<file path="config.mk">
export PLATFORM = sky130hd
export DESIGN_NAME = bin_bcd_seq_flat
export DESIGN_NICKNAME = d
export VERILOG_FILES = /design/src/rtl/bin_bcd_seq_if.sv /design/src/rtl/bin_bcd_seq.sv /design/src/flat_wrapper.sv
export SDC_FILE = /design/constraint.sdc
export NUM_CORES = 1
export LEC_CHECK = 0
export CAP_MARGIN = 20
export CORE_MARGIN = 2
export CORE_UTILIZATION = 40
export DETAILED_ROUTE_END_ITERATION = 10
export GPL_ROUTABILITY_DRIVEN = 1
export GPL_TIMING_DRIVEN = 0
export PLACE_DENSITY = 0.62
export RECOVER_POWER = 50
export SETUP_SLACK_MARGIN = 0.3
export SLEW_MARGIN = 20
export SYNTH_ARGS = -nofsm -noshare
export SYNTH_HDL_FRONTEND = slang
export SYNTH_SLANG_ARGS = --single-unit
</file>
<file path="constraint.sdc">
create_clock -name clk -period 2 [get_ports clk]
set_input_delay 0.4 -clock clk [delete_from_list [all_inputs] [get_ports clk]]
set_output_delay 0.4 -clock clk [all_outputs]
set_load 0.05 [all_outputs]
</file>
<file path="src/rtl/bin_bcd_seq_if.sv">
// Start/busy/done handshake and data bundle for the sequential binary-to-BCD converter.
// The master side requests conversions; the slave side is the converter.
interface bin_bcd_seq_if #(
   parameter int BIN_W  = 7,
   parameter int DIGITS = 2
) ();
   logic                  start;
   logic [BIN_W-1:0]      bin_in;
   logic                  sel_hora;
   logic                  SF_24_12;
   logic                  SF_AM_PM;
   logic                  busy;
   logic                  done;
   logic [4*DIGITS-1:0]   bcd_out;
   logic                  ovf;

   modport master (
      output start, bin_in, sel_hora, SF_24_12, SF_AM_PM,
      input  busy, done, bcd_out, ovf
   );

   modport slave (
      input  start, bin_in, sel_hora, SF_24_12, SF_AM_PM,
      output busy, done, bcd_out, ovf
   );
endinterface

</file>
<file path="src/rtl/bin_bcd_seq.sv">
// Sequential double-dabble binary-to-BCD converter, one input bit per clock, with 12h hour flag.
// Optional macro HOUR_24_TO_12_EN: remaps 24h hour input to 12h and derives the AM/PM flag.
module bin_bcd_seq #(
   parameter int BIN_W  = 7,
   parameter int DIGITS = 2
) (
   input  logic              clk,
   input  logic              reset,
   bin_bcd_seq_if.slave      bus
);
   localparam int unsigned MAX_VAL = 10**DIGITS - 1;
   localparam int ACC_W = 4*DIGITS + 4;
   localparam int OUT_W = 4*DIGITS;
   localparam int CNT_W = $clog2(BIN_W + 1);
   localparam int EXT_W = BIN_W + 32;

   typedef enum logic {IDLE, SHIFT} state_t;

   state_t             state, state_next;
   logic [ACC_W-1:0]   acc, acc_next, acc_adj;
   logic [BIN_W-1:0]   shreg, shreg_next, load_val;
   logic [CNT_W-1:0]   cnt, cnt_next;
   logic               ovf_cap, ovf_cap_next;
   logic               hour_cap, hour_cap_next;
   logic               ampm_cap, ampm_cap_next;
   logic               busy, busy_next;
   logic               done, done_next;
   logic [OUT_W-1:0]   bcd, bcd_next;
   logic               ovf, ovf_next;
   logic [EXT_W-1:0]   raw_ext;
   logic               ovf_in, hour_in, ampm_in;

   // State and datapath registers; reset also aborts any conversion in flight
   always_ff @(posedge clk or negedge reset) begin
      if (!reset) begin
         state    <= IDLE;
         acc      <= '0;
         shreg    <= '0;
         cnt      <= '0;
         ovf_cap  <= 1'b0;
         hour_cap <= 1'b0;
         ampm_cap <= 1'b0;
         busy     <= 1'b0;
         done     <= 1'b0;
         bcd      <= '0;
         ovf      <= 1'b0;
      end else begin
         state    <= state_next;
         acc      <= acc_next;
         shreg    <= shreg_next;
         cnt      <= cnt_next;
         ovf_cap  <= ovf_cap_next;
         hour_cap <= hour_cap_next;
         ampm_cap <= ampm_cap_next;
         busy     <= busy_next;
         done     <= done_next;
         bcd      <= bcd_next;
         ovf      <= ovf_next;
      end
   end

   // Capture-time decoding, add-3 correction, shifting and result formatting
   always_comb begin
      state_next    = state;
      acc_next      = acc;
      shreg_next    = shreg;
      cnt_next      = cnt;
      ovf_cap_next  = ovf_cap;
      hour_cap_next = hour_cap;
      ampm_cap_next = ampm_cap;
      busy_next     = busy;
      done_next     = 1'b0;
      bcd_next      = bcd;
      ovf_next      = ovf;

      raw_ext  = EXT_W'(bus.bin_in);
      load_val = bus.bin_in;
      ovf_in   = (raw_ext > EXT_W'(MAX_VAL));
      hour_in  = bus.sel_hora & bus.SF_24_12;
      ampm_in  = bus.SF_AM_PM;
`ifdef HOUR_24_TO_12_EN
      // 0 becomes 12 AM, 13..23 fold down by twelve; the flag follows the 24h value
      if (hour_in) begin
         if (raw_ext > EXT_W'(23))
            ovf_in = 1'b1;
         ampm_in = (raw_ext >= EXT_W'(12));
         if (raw_ext == '0)
            load_val = BIN_W'(12);
         else if (raw_ext > EXT_W'(12))
            load_val = bus.bin_in - BIN_W'(12);
      end
`endif

      acc_adj = acc;
      for (int i = 0; i < DIGITS + 1; i++) begin
         if (acc[4*i +: 4] >= 4'd5)
            acc_adj[4*i +: 4] = acc[4*i +: 4] + 4'd3;
      end

      case (state)
         IDLE: begin
            if (bus.start) begin
               shreg_next    = load_val;
               acc_next      = '0;
               cnt_next      = CNT_W'(BIN_W);
               ovf_cap_next  = ovf_in;
               hour_cap_next = hour_in;
               ampm_cap_next = ampm_in;
               busy_next     = 1'b1;
               state_next    = SHIFT;
            end
         end
         SHIFT: begin
            if (cnt != '0) begin
               {acc_next, shreg_next} = {acc_adj, shreg} << 1;
               cnt_next = cnt - CNT_W'(1);
            end else begin
               // Out-of-range values report all zeros, including the hour flag bit
               if (ovf_cap)
                  bcd_next = '0;
               else if (hour_cap)
                  bcd_next = {ampm_cap, acc[OUT_W-2:0]};
               else
                  bcd_next = acc[OUT_W-1:0];
               ovf_next   = ovf_cap;
               done_next  = 1'b1;
               busy_next  = 1'b0;
               state_next = IDLE;
            end
         end
         default: state_next = IDLE;
      endcase
   end

   assign bus.busy    = busy;
   assign bus.done    = done;
   assign bus.bcd_out = bcd;
   assign bus.ovf     = ovf;
endmodule

</file>
<file path="src/flat_wrapper.sv">
// flat-port wrapper written by rule: the top's interface ports become plain ports
module bin_bcd_seq_flat 
#(
   parameter int BIN_W  = 7,
   parameter int DIGITS = 2
)
  (clk, reset, bus_start, bus_bin_in, bus_sel_hora, bus_SF_24_12, bus_SF_AM_PM, bus_busy, bus_done, bus_bcd_out, bus_ovf);
  bin_bcd_seq_if #(.BIN_W(BIN_W), .DIGITS(DIGITS)) bus_i ();
  input  logic clk;
  input  logic reset;
  input wire logic [$bits(bus_i.start)-1:0] bus_start;
  input wire logic [$bits(bus_i.bin_in)-1:0] bus_bin_in;
  input wire logic [$bits(bus_i.sel_hora)-1:0] bus_sel_hora;
  input wire logic [$bits(bus_i.SF_24_12)-1:0] bus_SF_24_12;
  input wire logic [$bits(bus_i.SF_AM_PM)-1:0] bus_SF_AM_PM;
  output wire logic [$bits(bus_i.busy)-1:0] bus_busy;
  output wire logic [$bits(bus_i.done)-1:0] bus_done;
  output wire logic [$bits(bus_i.bcd_out)-1:0] bus_bcd_out;
  output wire logic [$bits(bus_i.ovf)-1:0] bus_ovf;
  assign bus_i.start = bus_start;
  assign bus_i.bin_in = bus_bin_in;
  assign bus_i.sel_hora = bus_sel_hora;
  assign bus_i.SF_24_12 = bus_SF_24_12;
  assign bus_i.SF_AM_PM = bus_SF_AM_PM;
  assign bus_busy = bus_i.busy;
  assign bus_done = bus_i.done;
  assign bus_bcd_out = bus_i.bcd_out;
  assign bus_ovf = bus_i.ovf;
  bin_bcd_seq #(.BIN_W(BIN_W), .DIGITS(DIGITS)) u_core (.clk(clk), .reset(reset), .bus(bus_i));
endmodule
</file>
==> key figures <==
Floorplanning
  – Die W: 66.4 um
  – IO Pins: 24
  – # rows: 22
  – Initial core utilization: 0.422
  – Core Area: 3690 um2
  – Die Ht: 66.4 um
  – Area of the die: 4400 um2

Run status
  – Status: finished, final reports clean

Critical path
  – Crit-path slowest cell: dlygate4sd2_1
  – CP Data Required Time: 1.60 ns
  – Worst Path Max Fanout: 2
  – CP Cell Sequence: dlygate4sd2_1
  – Delay-heaviest family, CP: buffers and inverters
  – CP startpoint kind: flop
  – R2r startpoint: u_core.cnt[0]
  – Critical path arrival: 1.15 ns
  – Critical R2R Capture: u_core.acc[7]
  – CP peak stage delay: 0.53 ns
  – R2R depth: 7
  – R2r setup slk: 0.52 ns
  – Worst setup path class: flop to output pin
  – CP endpoint kind: output pin
  – Worst Path Buf+Inv: 1

STA
  – Hold Fails Final Rpt: 0
  – Worst-Margin Slew: 0.588 ns
  – RSZ-0062 raised after global routing: false
  – Final setup violation count: 0
  – Max_slew headroom: 0.608
  – Hold slack: 0.466 ns
  – Min Tclk post-route: 1.55 ns
  – Period Utilization, post-route: 0.775
  – Fmax: 646 MHz
  – Max Slew Vio Count: 0
  – Sum Neg Setup Slack: 0 ns
  – Worst Skew: 0.00419 ns

Global route
  – Antenna violations before repair: 0
  – Vias in the first global route: 1083
  – First-pass GRT wire length: 4930 um
  – Grt ovf: 0
  – GRT Resource Usage Total: 0.149
  – Pin count of the biggest net entering global routing: 26

Min path
  – Hold crit path type: flop to flop
  – Min-Delay Startpoint: u_core.shreg[6]
  – Worst Hold End: u_core.acc[0]
  – Worst Hold Path Cells: 2

Finish
  – Final std cells w/o fill: 224
  – Fin util: 0.532
  – Multi-input logic area: 633 um2
  – Flip-flop and latch area: 826 um2
  – Diodes inserted: 0
  – Area growth syn-to-layout: 26.2%
  – Share of cells above drive strength 1: 0.131
  – # fillers: 344
  – Final #Nets: 194

Synthesis
  – Sequential share of the synthesized area: 0.531
  – Post-synth cell types: 35
  – Yosys reg bits: 33
  – Biggest area consumer among synthesized cells: dfrtp_1
  – Asr flop ratio synth: 1.00
  – Synth warnings: 0
  – Post-Syn Area: 1560 um2
  – Most frequent cell after synthesis: dfrtp_1
  – Syn_nets: 162
  – Synth Flop Type: dfrtp_1
  – Synth Instances: 143
  – Area fraction of the dominant cell type after synthesis: 0.531
  – Post-synth EDFFs: 0
  – Top post-synthesis cells by count: dfrtp_1, nand2_1, o21ai_0
  – Mapped Avg Cell Area: 10.9 um2
  – Ranking of synthesized cells by area: dfrtp_1, nand2_1, mux2i_1, ha_1, o21ai_0

Clock network
  – CTS tree: done
  – CTS H-tree depth: 2
  – Clock buffer count from CTS: 5
  – Post-CTS Setup Bufs: 0
  – Clock root cell: clkbuf_8
  – Clk_lat worst skew: 0.28 ns
  – Max clock buf depth: 2
  – Clock transition at path regs: 0.07 ns
  – Clock sink total: 33

Job
  – Max-cap violations: 0

Drt
  – DR WL/cell: 12.8 um
  – Routed WL: 2870 um
  – Pre-antenna DRT Iters: 4
  – DR vias: 1094
  – Drt drc: 0
  – Avg Vias per Cell: 4.88
  – Post-route ant nets: 0
  – DR iter-0 viols: 35

Place
  – Port buffer count: 23
  – GPL Wtd Cong: 0.741
  – Dpl cells: 215
  – Post-DP HPWL: 2130 um

Pwr
  – LEAKAGE: 0.960 nW
  – Maximum vdd ir drop: 0.000694 V
  – PD cells: 1720 nW/um2
  – Total power: 3.38 mW
-- tightest hold or removal path, delay by kind of cell, from the launching register on --
family | cells | cell delay [ns]
flip-flops | 1 | 0.34
AND/OR/NAND/NOR | 2 | 0.09
-- what timing repair did --
item / 4_1_cts / 5_1_grt
setup endpoints to repair: 11 / 0
hold endpoints to repair: 8 / 0
hold buffers: 1 / 0
resized for setup: 11 / 0
-- area by class of cell --
class	count	area share
multi-input cells	94	0.322
clock buffers	7	0.0440
repair buffers	25	0.122
inverters	9	0.0172
flip-flops and latches	33	0.421
well taps	48	0.0306
plain buffers	7	0.0274
clock inverters	1	0.0153
-- report_power, final --
part           switching [mW]  internal (mW)  total [mW]
registers               0.179          0.951        1.13
logic                   0.980          0.639        1.62
clock network           0.229          0.406       0.635
-- flip-flops by register name, summed over array words and instances, names as in the netlist --
signal,flops
u_core.bus.done,1
u_core.bus.busy,1
u_core.acc,8
u_core.shreg,7
u_core.bus.bcd_out,8
u_core.ampm_cap,1
u_core.hour_cap,1
u_core.ovf_cap,1
u_core.cnt,3
u_core.state,1
u_core.bus.ovf,1
-- cell families (layout without fill, tap and decap cells) --
logic type,count (synthesis),in the layout,share of synthesized area
flip-flops,33,33,0.531
buffers and inverters,16,49,0.0587
multiplexers,9,9,0.0587
AND/OR/NAND/NOR,41,41,0.136
AO/OA/AOI/OAI,35,35,0.150
XOR/XNOR,3,3,0.0169
adder cells (fa/ha/maj),6,6,0.0483
-- metal layers --
metal  wire (um)  share of wire  global-route usage  up-vias
met5           0              0                   0        -
met4          22         0.0077              0.0612        0
met1        1360           0.47               0.186      516
li1            -              -                   -      558
met2        1390           0.48               0.243       18
met3          99          0.034              0.0409        2
-- stage by stage --
stage | setup slack (ns) | instance area (um2)
floorplan | 0.667 | 1560
global placement | -0.130 | 1850
detailed placement | 0.340 | 1860
CTS | 0.429 | 1970
global route | 0.391 | 1960
finish | 0.451 | 1960
-- layout by cell type (no fill, tap or decap), drive strengths merged, types with 2 or more instances in the layout --
cell type,count
a21oi,4
a32o,2
buf,7
clkbuf,9
clkdlybuf4s50,10
dfrtp,33
dlygate4sd2,11
dlygate4sd3,2
ha,6
inv,9
mux2i,8
nand2,27
nand2b,6
nand3,3
o21ai,15
o22ai,2
o311ai,2
o31ai,7
xnor2,2
-- worst max-delay path by stage --
| stage | startpoint | to | slack [ns] | cells past startpoint |
|---|---|---|---|---|
| after floorplan | u_core.cnt[0] | u_core.acc[3] | 0.67 | 6 |
| after global placement | reset | u_core.shreg[3] | -0.13 | 1 |
| after detailed placement | bus_start | u_core.acc[7] | 0.34 | 5 |
| after CTS | u_core.bus.bcd_out[2] | bus_bcd_out[2] | 0.43 | 1 |
| after global routing | u_core.bus.bcd_out[7] | bus_bcd_out[7] | 0.39 | 1 |
| final | u_core.bus.bcd_out[1] | bus_bcd_out[1] | 0.45 | 1 |
Note: power is estimated with default switching activity, not from simulation.
